$ cat src/rtl/result_writer_pkg.sv
// ============================================================================
// Module      : result_writer_pkg
// Description : Shared types and constants for the ALU result writer.
// Revision    : 1.0 - initial release
// ============================================================================
`default_nettype none

package result_writer_pkg;

    localparam int WORDS_PER_GROUP   = 4;
    localparam int GROUPS_PER_MATRIX = 4;

    typedef enum logic [1:0] {
        ST_IDLE  = 2'd0,
        ST_DRAIN = 2'd1,
        ST_DONE  = 2'd2
    } state_t;

    // One capture entry: all MU words of a group plus the matrix-last flag.
    function automatic int entry_width(input int mu_w);
        return WORDS_PER_GROUP * mu_w + 1;
    endfunction

endpackage

`default_nettype wire

$ cat src/rtl/result_writer_if.sv
// ============================================================================
// Module      : result_writer_if
// Description : ALU result group bus and result RAM write bus.
// Revision    : 1.0 - initial release
// ============================================================================
`default_nettype none

interface result_writer_if #(
    parameter int ADDR_W = 4,
    parameter int MU_W   = 18,
    parameter int OUT_W  = 16
) ();
    logic              alu_en_i;
    logic              web_i;
    logic              done_i;
    logic [MU_W-1:0]   mu1_i;
    logic [MU_W-1:0]   mu2_i;
    logic [MU_W-1:0]   mu3_i;
    logic [MU_W-1:0]   mu4_i;
    logic              ram_we;
    logic [ADDR_W-1:0] ram_addr;
    logic [OUT_W-1:0]  ram_din;

    modport master (
        output alu_en_i, web_i, done_i, mu1_i, mu2_i, mu3_i, mu4_i,
        input  ram_we, ram_addr, ram_din
    );

    modport slave (
        input  alu_en_i, web_i, done_i, mu1_i, mu2_i, mu3_i, mu4_i,
        output ram_we, ram_addr, ram_din
    );
endinterface

`default_nettype wire

$ cat src/rtl/result_writer_fifo.sv
// ============================================================================
// Module      : result_fifo
// Description : Generic synchronous FIFO; a push while full is accepted only
//               when a pop frees the slot in the same cycle.
// Revision    : 1.0 - initial release
// ============================================================================
`default_nettype none

module result_fifo #(
    parameter int WIDTH = 8,
    parameter int DEPTH = 2
) (
    input  wire logic                       clk,
    input  wire logic                       rst,
    input  wire logic                       i_push,
    input  wire logic                       i_pop,
    input  wire logic [WIDTH-1:0]           i_din,
    output logic      [WIDTH-1:0]           o_dout,
    output logic                            o_full,
    output logic                            o_empty,
    output logic      [$clog2(DEPTH+1)-1:0] o_count
);
    localparam int PTR_W = (DEPTH > 1) ? $clog2(DEPTH) : 1;
    localparam int CNT_W = $clog2(DEPTH + 1);

    logic [WIDTH-1:0] r_mem [DEPTH];
    logic [PTR_W-1:0] r_wr_ptr;
    logic [PTR_W-1:0] r_rd_ptr;
    logic [CNT_W-1:0] r_count;
    logic             w_push_ok;
    logic             w_pop_ok;

    function automatic logic [PTR_W-1:0] ptr_inc(input logic [PTR_W-1:0] p);
        return (p == PTR_W'(DEPTH - 1)) ? '0 : p + 1'b1;
    endfunction

    assign o_full    = (r_count == CNT_W'(DEPTH));
    assign o_empty   = (r_count == '0);
    assign o_count   = r_count;
    assign o_dout    = r_mem[r_rd_ptr];
    assign w_pop_ok  = i_pop && !o_empty;
    assign w_push_ok = i_push && (!o_full || w_pop_ok);

    always_ff @(posedge clk) begin
        if (w_push_ok) begin
            r_mem[r_wr_ptr] <= i_din;
        end
    end

    always_ff @(posedge clk) begin
        if (!rst) begin
            r_wr_ptr <= '0;
            r_rd_ptr <= '0;
            r_count  <= '0;
        end else begin
            if (w_push_ok) begin
                r_wr_ptr <= ptr_inc(r_wr_ptr);
            end
            if (w_pop_ok) begin
                r_rd_ptr <= ptr_inc(r_rd_ptr);
            end
            case ({w_push_ok, w_pop_ok})
                2'b10:   r_count <= r_count + 1'b1;
                2'b01:   r_count <= r_count - 1'b1;
                default: r_count <= r_count;
            endcase
        end
    end
endmodule

`default_nettype wire

$ cat src/rtl/result_writer.sv
// ============================================================================
// Module      : result_writer
// Description : Buffers ALU MU1..MU4 result groups and serialises them into
//               the result RAM. Optional macro RESULT_WR_SAT_EN saturates
//               words instead of truncating and adds the sat_flag output.
// Revision    : 1.0 - initial release
// ============================================================================
`default_nettype none

module result_writer
    import result_writer_pkg::*;
#(
    parameter int ADDR_W     = 4,
    parameter int MU_W       = 18,
    parameter int OUT_W      = 16,
    parameter int FIFO_DEPTH = 2
) (
    input  wire logic      clk,
    input  wire logic      rst,
    result_writer_if.slave bus,
    output logic           busy,
    output logic           wr_done,
`ifdef RESULT_WR_SAT_EN
    output logic           sat_flag,
`endif
    output logic           overflow
);
    localparam int ENTRY_W = entry_width(MU_W);
    localparam int IDX_W   = $clog2(WORDS_PER_GROUP);
    localparam int CNT_W   = $clog2(FIFO_DEPTH + 1);
    localparam logic [IDX_W-1:0] LAST_IDX = IDX_W'(WORDS_PER_GROUP - 1);

    state_t             r_state;
    state_t             w_state_nxt;
    logic [IDX_W-1:0]   r_idx;
    logic [IDX_W-1:0]   w_idx_nxt;
    logic               r_ram_we;
    logic [ADDR_W-1:0]  r_ram_addr;
    logic [OUT_W-1:0]   r_ram_din;
    logic               r_wr_done;
    logic               r_overflow;
    logic               w_we_nxt;
    logic               w_done_nxt;
    logic               w_cap;
    logic               w_pop;
    logic               w_push_ok;
    logic               w_full;
    logic               w_empty;
    logic [CNT_W-1:0]   w_count;
    logic [ENTRY_W-1:0] w_entry;
    logic [ENTRY_W-1:0] w_head;
    logic [MU_W-1:0]    w_word;
    logic [OUT_W-1:0]   w_din;

    assign w_cap     = bus.web_i & bus.alu_en_i;
    assign w_entry   = {bus.mu1_i, bus.mu2_i, bus.mu3_i, bus.mu4_i,
                        bus.done_i & bus.alu_en_i};
    assign w_pop     = (r_state == ST_DRAIN) && (r_idx == LAST_IDX);
    assign w_push_ok = w_cap && (!w_full || w_pop);

    result_fifo #(
        .WIDTH (ENTRY_W),
        .DEPTH (FIFO_DEPTH)
    ) u_fifo (
        .clk     (clk),
        .rst     (rst),
        .i_push  (w_cap),
        .i_pop   (w_pop),
        .i_din   (w_entry),
        .o_dout  (w_head),
        .o_full  (w_full),
        .o_empty (w_empty),
        .o_count (w_count)
    );

    // MU1 sits in the most significant slot of the entry.
    always_comb begin
        w_word = '0;
        for (int k = 0; k < WORDS_PER_GROUP; k++) begin
            if (r_idx == IDX_W'(k)) begin
                w_word = w_head[1 + (WORDS_PER_GROUP - 1 - k) * MU_W +: MU_W];
            end
        end
    end

`ifdef RESULT_WR_SAT_EN
    logic w_sat;
    logic r_sat_flag;
    assign w_sat    = |w_word[MU_W-1:OUT_W];
    assign w_din    = w_sat ? '1 : w_word[OUT_W-1:0];
    assign sat_flag = r_sat_flag;

    always_ff @(posedge clk) begin
        if (!rst) begin
            r_sat_flag <= 1'b0;
        end else if (w_we_nxt && w_sat) begin
            r_sat_flag <= 1'b1;
        end
    end
`else
    logic [MU_W-OUT_W-1:0] w_unused_hi;
    assign w_unused_hi = w_word[MU_W-1:OUT_W];
    assign w_din       = w_word[OUT_W-1:0];
`endif

    // Entering DRAIN on the capture edge itself keeps the first write one
    // cycle after capture; IDLE/DONE therefore also look at the push.
    always_comb begin
        w_state_nxt = r_state;
        w_idx_nxt   = r_idx;
        w_we_nxt    = 1'b0;
        w_done_nxt  = 1'b0;
        case (r_state)
            ST_IDLE: begin
                if (!w_empty || w_push_ok) begin
                    w_state_nxt = ST_DRAIN;
                    w_idx_nxt   = '0;
                end
            end
            ST_DRAIN: begin
                w_we_nxt = 1'b1;
                if (r_idx == LAST_IDX) begin
                    w_idx_nxt = '0;
                    if (w_head[0]) begin
                        w_state_nxt = ST_DONE;
                    end else if ((w_count > CNT_W'(1)) || w_push_ok) begin
                        w_state_nxt = ST_DRAIN;
                    end else begin
                        w_state_nxt = ST_IDLE;
                    end
                end else begin
                    w_idx_nxt = r_idx + 1'b1;
                end
            end
            ST_DONE: begin
                w_done_nxt  = 1'b1;
                w_idx_nxt   = '0;
                w_state_nxt = (!w_empty || w_push_ok) ? ST_DRAIN : ST_IDLE;
            end
            default: begin
                w_state_nxt = ST_IDLE;
                w_idx_nxt   = '0;
            end
        endcase
    end

    always_ff @(posedge clk) begin
        if (!rst) begin
            r_state    <= ST_IDLE;
            r_idx      <= '0;
            r_ram_we   <= 1'b0;
            r_ram_addr <= '0;
            r_ram_din  <= '0;
            r_wr_done  <= 1'b0;
            r_overflow <= 1'b0;
        end else begin
            r_state   <= w_state_nxt;
            r_idx     <= w_idx_nxt;
            r_ram_we  <= w_we_nxt;
            r_wr_done <= w_done_nxt;
            if (w_we_nxt) begin
                r_ram_din <= w_din;
            end
            // Address advances after each visible write; DONE wins the clear.
            if (r_state == ST_DONE) begin
                r_ram_addr <= '0;
            end else if (r_ram_we) begin
                r_ram_addr <= r_ram_addr + 1'b1;
            end
            if (w_cap && !w_push_ok) begin
                r_overflow <= 1'b1;
            end
        end
    end

    assign bus.ram_we   = r_ram_we;
    assign bus.ram_addr = r_ram_addr;
    assign bus.ram_din  = r_ram_din;
    assign wr_done      = r_wr_done;
    assign overflow     = r_overflow;
    assign busy         = (r_state != ST_IDLE) || !w_empty;
endmodule

`default_nettype wire

$ cat src/flat_wrapper.sv
// flat-port wrapper written by rule: the top's interface ports become plain ports
module result_writer_flat import result_writer_pkg::*;
#(
    parameter int ADDR_W     = 4,
    parameter int MU_W       = 18,
    parameter int OUT_W      = 16,
    parameter int FIFO_DEPTH = 2
)
  (clk, rst, busy, wr_done, overflow, bus_alu_en_i, bus_web_i, bus_done_i, bus_mu1_i, bus_mu2_i, bus_mu3_i, bus_mu4_i, bus_ram_we, bus_ram_addr, bus_ram_din);
  result_writer_if #(.ADDR_W(ADDR_W), .MU_W(MU_W), .OUT_W(OUT_W)) bus_i ();
  input  wire logic clk;
  input  wire logic rst;
  output logic busy;
  output logic wr_done;
  output logic overflow;
  input wire logic [$bits(bus_i.alu_en_i)-1:0] bus_alu_en_i;
  input wire logic [$bits(bus_i.web_i)-1:0] bus_web_i;
  input wire logic [$bits(bus_i.done_i)-1:0] bus_done_i;
  input wire logic [$bits(bus_i.mu1_i)-1:0] bus_mu1_i;
  input wire logic [$bits(bus_i.mu2_i)-1:0] bus_mu2_i;
  input wire logic [$bits(bus_i.mu3_i)-1:0] bus_mu3_i;
  input wire logic [$bits(bus_i.mu4_i)-1:0] bus_mu4_i;
  output wire logic [$bits(bus_i.ram_we)-1:0] bus_ram_we;
  output wire logic [$bits(bus_i.ram_addr)-1:0] bus_ram_addr;
  output wire logic [$bits(bus_i.ram_din)-1:0] bus_ram_din;
  assign bus_i.alu_en_i = bus_alu_en_i;
  assign bus_i.web_i = bus_web_i;
  assign bus_i.done_i = bus_done_i;
  assign bus_i.mu1_i = bus_mu1_i;
  assign bus_i.mu2_i = bus_mu2_i;
  assign bus_i.mu3_i = bus_mu3_i;
  assign bus_i.mu4_i = bus_mu4_i;
  assign bus_ram_we = bus_i.ram_we;
  assign bus_ram_addr = bus_i.ram_addr;
  assign bus_ram_din = bus_i.ram_din;
  result_writer #(.ADDR_W(ADDR_W), .MU_W(MU_W), .OUT_W(OUT_W), .FIFO_DEPTH(FIFO_DEPTH)) u_core (.clk(clk), .rst(rst), .bus(bus_i), .busy(busy), .wr_done(wr_done), .overflow(overflow));
endmodule
$ cat config.mk
export PLATFORM = sky130hd
export DESIGN_NAME = result_writer_flat
export DESIGN_NICKNAME = d
export VERILOG_FILES = /design/src/rtl/result_writer_pkg.sv /design/src/rtl/result_writer_if.sv /design/src/rtl/result_writer_fifo.sv /design/src/rtl/result_writer.sv /design/src/flat_wrapper.sv
export SDC_FILE = /design/constraint.sdc
export NUM_CORES = 1
export LEC_CHECK = 0
export CAP_MARGIN = 10
export CORE_MARGIN = 2
export CORE_UTILIZATION = 53
export DETAILED_ROUTE_END_ITERATION = 8
export GPL_ROUTABILITY_DRIVEN = 0
export PLACE_DENSITY = 0.88
export REMOVE_ABC_BUFFERS = 1
export SLEW_MARGIN = 25
export SYNTH_ARGS = -nofsm -noshare
export SYNTH_HDL_FRONTEND = slang
export SYNTH_SLANG_ARGS = --single-unit
export TNS_END_PERCENT = 10
$ cat constraint.sdc
create_clock -name clk -period 6.25 [get_ports clk]
set_input_delay 1.25 -clock clk [delete_from_list [all_inputs] [get_ports clk]]
set_output_delay 1.25 -clock clk [all_outputs]
set_load 0.005 [all_outputs]
## Word level (Yosys, flattened, before mapping)

Memories as Yosys holds them, arrays and structs flattened. A register that Yosys moved wholly into a read port is not among the register bits.
Index checks and enable logic that the tools add are counted.

- Mux-type cells: 22
- Eq/ne operators: 10
- $add $sub $neg: 6
- Reduce and logical (&&, ||, !) cells: 20
- Bitwise logic cells: 3
- Order comparisons: 1

Operator list:

| operator | number |
|---|---|
| 16-bit 2-to-1 mux | 4 |
| 2-bit == test (second input constant) | 5 |
| 1-bit 2-to-1 mux | 10 |
| 2-bit 2-to-1 mux | 5 |
| 2-bit case mux with 2 select lines | 2 |
| 2-bit by 1-bit == test with 1-bit output (second input constant) | 3 |
| 2-bit logical NOT | 3 |
| 2-bit case mux with 3 select lines | 1 |
| 1-bit logical AND | 5 |
| 1-bit logical OR | 5 |
| 2-bit by 1-bit adder with 2-bit output (second input constant) | 2 |
| 4-bit by 1-bit adder with 4-bit output (second input constant) | 1 |
| 2-bit nonzero test | 2 |
| 1-bit logical NOT | 3 |
| 1-bit adder (second input constant) | 2 |
| 1-bit bitwise AND | 2 |
| 2-bit by 1-bit greater-than comparator with 1-bit output (second input constant) | 1 |
| 2-bit by 1-bit inequality test with 1-bit output (second input constant) | 1 |
| 2-bit inequality test (second input constant) | 1 |
| 2-bit AND reduction | 1 |
| 2-bit OR reduction | 1 |
| 2-bit by 1-bit subtractor with 2-bit output (second input constant) | 1 |
| 1-bit NOT | 1 |

- Register bits after elaboration: 31
- Memories kept: 1
- Output and inout port bits: 24
- Memory bits (writable): 146
- Bits of input ports: 77

Memory list:

| name | words | bits a word | rd ports | clocked after Yosys merged registers in | wr ports | RTL line | RTL |
|---|---|---|---|---|---|---|---|
| u_core.u_fifo.r_mem | 2 | 73 | 1 | 1 | 1 | result_writer_fifo.sv:26 | `logic [WIDTH-1:0] r_mem [DEPTH];` |

## Depth between registers and ports, before layout

- Depth in word-level cells: 9
- Gate-level depth with buffers: 8
- Depth with buffers taken out: 6

## By module

From an unflattened synthesis, not the netlist that was laid out.

- Cells, all modules: 447
- Area total of the unflattened synthesis: 7,544.7 um2

By module, submodules not included:

| module | cells an instance | sequential area each (um2) | times used | area each (um2) |
|---|---|---|---|---|
| result_fifo | 257 | 4,484.3 | 1 | 5,865.6 |
| result_writer | 190 | 540.5 | 1 | 1,679.1 |

## Least setup slack after synthesis

OpenSTA, ideal clock, no wires.

- Path type: in2reg
- From: input bus_web_i
- To: memory u_core.u_fifo.r_mem[0][0] (netlist bit), enable pin
- Required time: 5.754 ns
- Cell stages on the path: 3
- Path slack: 1.299 ns
- Data arrival time: 4.455 ns
- Path through: nand2_1 a21oi_1 nor2b_1

- Cells in the longest elaborated chain, start to end: 4

RTL lines:

| what | RTL line | RTL |
|---|---|---|
| from (decl) | flat_wrapper.sv:17 | `input wire logic [$bits(bus_i.web_i)-1:0] bus_web_i;` |
| 1-bit bitwise AND | result_writer.sv:55 | `assign w_cap = bus.web_i & bus.alu_en_i;` |
| 1-bit logical AND | result_writer_fifo.sv:42 | `assign w_push_ok = i_push && (!o_full \|\| w_pop_ok);` |
| 1-bit 2-to-1 mux | result_writer_fifo.sv:45 | `if (w_push_ok) begin` |
| 1-bit 2-to-1 mux (not written as such) | result_writer_fifo.sv:46 | `r_mem[r_wr_ptr] <= i_din;` |
| to (decl) | result_writer_fifo.sv:26 |  |

No other way between the ends.

## Worst setup path after layout

- From: input bus_alu_en_i
- To: memory u_core.u_fifo.r_mem[0][23] (netlist bit), enable pin

- Cells in the longest elaborated chain, start to end: 4

RTL lines:

| what | RTL line | RTL |
|---|---|---|
| from (decl) | flat_wrapper.sv:16 | `input wire logic [$bits(bus_i.alu_en_i)-1:0] bus_alu_en_i;` |
| 1-bit bitwise AND | result_writer.sv:55 |  |
| 1-bit logical AND | result_writer_fifo.sv:42 |  |
| 1-bit 2-to-1 mux | result_writer_fifo.sv:45 |  |
| 1-bit 2-to-1 mux (not written as such) | result_writer_fifo.sv:46 |  |

No other way between the ends.

==> results.yml <==
yosys:
  postSynthCellCount: 387
  synth-seq-cells: 162
  main_combinational_cell_family_by_area_after_synthesis: "multiplexers"
  asyncSetResetFlopFracSynth_pct: 0
  post_synth_fa_ha_maj_area_fraction_pct: 1.581
  yosys_most_used_dff: "sky130_fd_sc_hd__edfxtp_1"
  ys_top_cells_by_count: "sky130_fd_sc_hd__edfxtp_1, sky130_fd_sc_hd__mux2_2, sky130_fd_sc_hd__dfxtp_1, sky130_fd_sc_hd__nor2_1"
  post_synth_xor_area_fraction_pct: 0.8299
  syn_area_um2: 6332
  simple_gate_area_share_of_the_yosys_netlist_pct: 4.189
  synth-seq-area-share_pct: 71.76
  synthesis.yosys.warnings: 0
  multiplexer_share_of_the_synthesized_area_pct: 11.52
  post_synth_num_cell_types: 38
  synthTopCellsByArea: "sky130_fd_sc_hd__edfxtp_1, sky130_fd_sc_hd__dfxtp_1, sky130_fd_sc_hd__mux2_2"
  syn_avg_cell_area_um2: 16.36
  yosys.area.top_type: "sky130_fd_sc_hd__edfxtp_1"
  fraction_of_the_mapped_netlist_area_in_compound_gates_pct: 7.844
  post-synth-top-count-cell: "sky130_fd_sc_hd__edfxtp_1"
  synth.top_cell.area_share_pct: 61.65
  synth_edf_count: 130
clocking:
  cts_root_buf: "sky130_fd_sc_hd__clkbuf_16"
  clock_insertion_delay_worst_skew_ns: 0.43
  cts_inserted_buffers: 17
  postCtsSetupBuffers: 0
  cts_tree: "yes"
  max-clock-path-buffers: 2
  cts_sinks: 162
  htree_levels: 4
  cts_hold_buffers: 0
  clock_pin_slew_reported_for_the_worst_setup_and_hold_paths_after_clock_tree_synthesis_ns: 0.06
  cts.repair.resized: 0
setup_path:
  timing.critical_path.from_type: "input pin"
  worst_reg2reg_startpoint: "u_core.u_fifo.o_count[1]$_SDFFE_PN0P_"
  worst_setup_path_startpoint: "bus_alu_en_i"
  arrival_ns: 3.38
  crit_path_end_kind: "flip-flop"
  path_class: "in -> reg"
  required_ns: 6.32
  path_max_fanout: 32
grt:
  number_of_global_route_vias_before_repair: 3997
  pin_count_of_the_biggest_net_entering_global_routing: 66
  grt_first_pass_wirelength_um: 20120
  grt_antenna_before_repair: 0
  track_usage_pct: 21.17
  overflow: 0
die:
  core.rowCount: 39
  die-width_um: 113.3
  fp.dieH_um: 113.3
  start_util_pct: 54.99
  die-area_um2: 12840
  core-area_um2: 11520
  io_pins: 101
flow_run:
  max-cap-violations: 0
place:
  dp_hpwl_um: 7391
  portBuffers: 92
  place_inst: 602
finish:
  finalNetCount: 564
  filler_cell_count: 782
  final_layout_size_suffix_gt1_share_pct: 18.90
  instances_no_fill: 635
  insertedDiodeCount: 0
  area_growth_syn_to_layout_pct: 25.57
hold_path:
  timing.hold.worst.class: "reg -> reg"
  hold_start: "u_core.overflow$_SDFFE_PN0P_"
timing:
  worst_slew_margin_rel_pct: 33.78
  fmax_mhz: 301.5
  layout_min_cycle_time_ns: 3.317
  unrepaired_setup_endpoints_after_global_routing: "false"
  timing.setup.tns_ns: 0
  setup_violators_final: 0
  report.final.hold_viol_count: 0
  worst_slew_pin_slew_ns: 0.9933
  timing_max_transition_violations_final: 0
  finalCritPeriodShare_pct: 53.07
  finClkSkew_ns: 0.009933
drt:
  via_count: 3728
  drcViolationCount: 0
  avgRoutedWirePerCell_um: 20.19
  postRouteAntennaNets: 0
  detail_route.vias_per_cell: 5.871
  detail_route.iter0.violations: 260
  wirelength_um: 12820
  dr.pass1.iters: 5
pwr:
  power_density_nw_per_um2: 346.3
  peakVddDrop_mv: 0.2043
  leakage_nw: 2.705
outcome:
  outcome: "completed"
-- sequential cells by signal, indices dropped and copies added (netlist names), named ones only --
register                flops
u_core.u_fifo.r_mem       130
u_core.bus.ram_din         16
u_core.bus.ram_addr         4
u_core.r_idx                2
u_core.r_state              2
u_core.u_fifo.o_count       2
u_core.bus.ram_we           1
u_core.overflow             1
u_core.u_fifo.r_rd_ptr      1
u_core.u_fifo.r_wr_ptr      1
u_core.wr_done              1
-- through the flow --
step	area (µm²)	hold slack, ns	setup WS [ns]	total power, W	util [%]
2_1_floorplan	6215	0.4605	1.298	0.001561	-
3_3_place_gp	7343	0.4592	2.324	0.001734	63.77
3_5_place_dp	7343	0.4724	2.189	0.001756	63.77
4_1_cts	7924	0.4946	2.606	0.002763	68.81
5_1_grt	7951	0.5324	2.847	0.002851	69.05
6_report	7951	0.4908	2.933	0.002754	69.05
-- cells in the final DEF, fill, tap and decap left out, types with 2 or more instances in the layout --
cell type	instances
sky130_fd_sc_hd__nand3b_1	2
sky130_fd_sc_hd__mux2_2	55
sky130_fd_sc_hd__o21a_1	16
sky130_fd_sc_hd__clkdlybuf4s50_1	92
sky130_fd_sc_hd__and3b_1	2
sky130_fd_sc_hd__buf_4	2
sky130_fd_sc_hd__nor2_1	28
sky130_fd_sc_hd__mux2_1	8
sky130_fd_sc_hd__a222oi_1	16
sky130_fd_sc_hd__xor2_1	3
sky130_fd_sc_hd__a22o_1	2
sky130_fd_sc_hd__o21ai_0	3
sky130_fd_sc_hd__dfxtp_1	31
sky130_fd_sc_hd__nor3_1	2
sky130_fd_sc_hd__and2_1	2
sky130_fd_sc_hd__or3_1	2
sky130_fd_sc_hd__clkbuf_8	3
sky130_fd_sc_hd__xnor2_1	3
sky130_fd_sc_hd__edfxtp_1	130
sky130_fd_sc_hd__clkbuf_16	17
sky130_fd_sc_hd__mux2i_1	2
sky130_fd_sc_hd__a22oi_1	15
sky130_fd_sc_hd__nand2_1	7
sky130_fd_sc_hd__bufinv_16	2
sky130_fd_sc_hd__clkinvlp_4	2
sky130_fd_sc_hd__ha_1	8
sky130_fd_sc_hd__clkinv_2	7
sky130_fd_sc_hd__inv_1	7
sky130_fd_sc_hd__a21oi_1	5
-- final cells by class --
cell class	count	area [µm²]	share of cell area [%]
sequential	162	4546	57.17
multi-input combinational	196	1657	20.83
timing repair buffer	95	963.4	12.12
clock buffer	21	470.5	5.917
tap	143	178.9	2.250
clock inverter	11	110.1	1.385
inverter	7	26.28	0.3304
-- routing by layer --
metal,up-vias,share of wire (%),GRT usage [%],wire length (µm)
met5,-,0,0,0
met4,0,1.9,9.431,246
met3,26,5.9,5.088,761
met2,142,51,36.29,6592
met1,1870,41,25.57,5221
li1,1690,-,-,-
-- worst max-delay path, stage by stage --
cell	delay, ns
sky130_fd_sc_hd__clkdlybuf4s50_1	0.51
sky130_fd_sc_hd__nand2_1	0.13
sky130_fd_sc_hd__a21oi_1	0.28
sky130_fd_sc_hd__nor2b_4	0.53
sky130_fd_sc_hd__buf_16	0.24
sky130_fd_sc_hd__buf_4	0.43
-- logic make-up (layout without fill, tap and decap cells) --
| group | count (synthesis) | after routing |
|---|---|---|
| AOI/OAI and AO/OA | 63 | 63 |
| xor gates and xnor gates | 6 | 6 |
| adders and majority gates | 8 | 8 |
| buffers and inverters | 29 | 134 |
| DFF | 162 | 162 |
| muxes | 65 | 65 |
| and+or+nand+nor | 54 | 54 |
-- worst paths after layout --
| check | to | slack [ns] | cells past startpoint |
|---|---|---|---|
| max | u_core.u_fifo.r_mem[0][23]$_DFFE_PP_ | 2.93 | 6 |
| min | u_core.overflow$_SDFFE_PN0P_ | 0.49 | 2 |
| max reg2reg | u_core.u_fifo.r_mem[0][23]$_DFFE_PP_ | 3.18 | 7 |
| min reg2reg | u_core.overflow$_SDFFE_PN0P_ | 0.49 | 2 |
-- where the power goes --
| part | internal [W] | total, W | switching, W |
|---|---|---|---|
| clock | 0.000614 | 0.00101 | 0.000395 |
| combinational | 0.000212 | 0.000427 | 0.000215 |
| sequential | 0.00127 | 0.00132 | 0.0000448 |
| total | 0.00210 | 0.00275 | 0.000655 |
No activity file was read; power rests on OpenSTA's default activity.
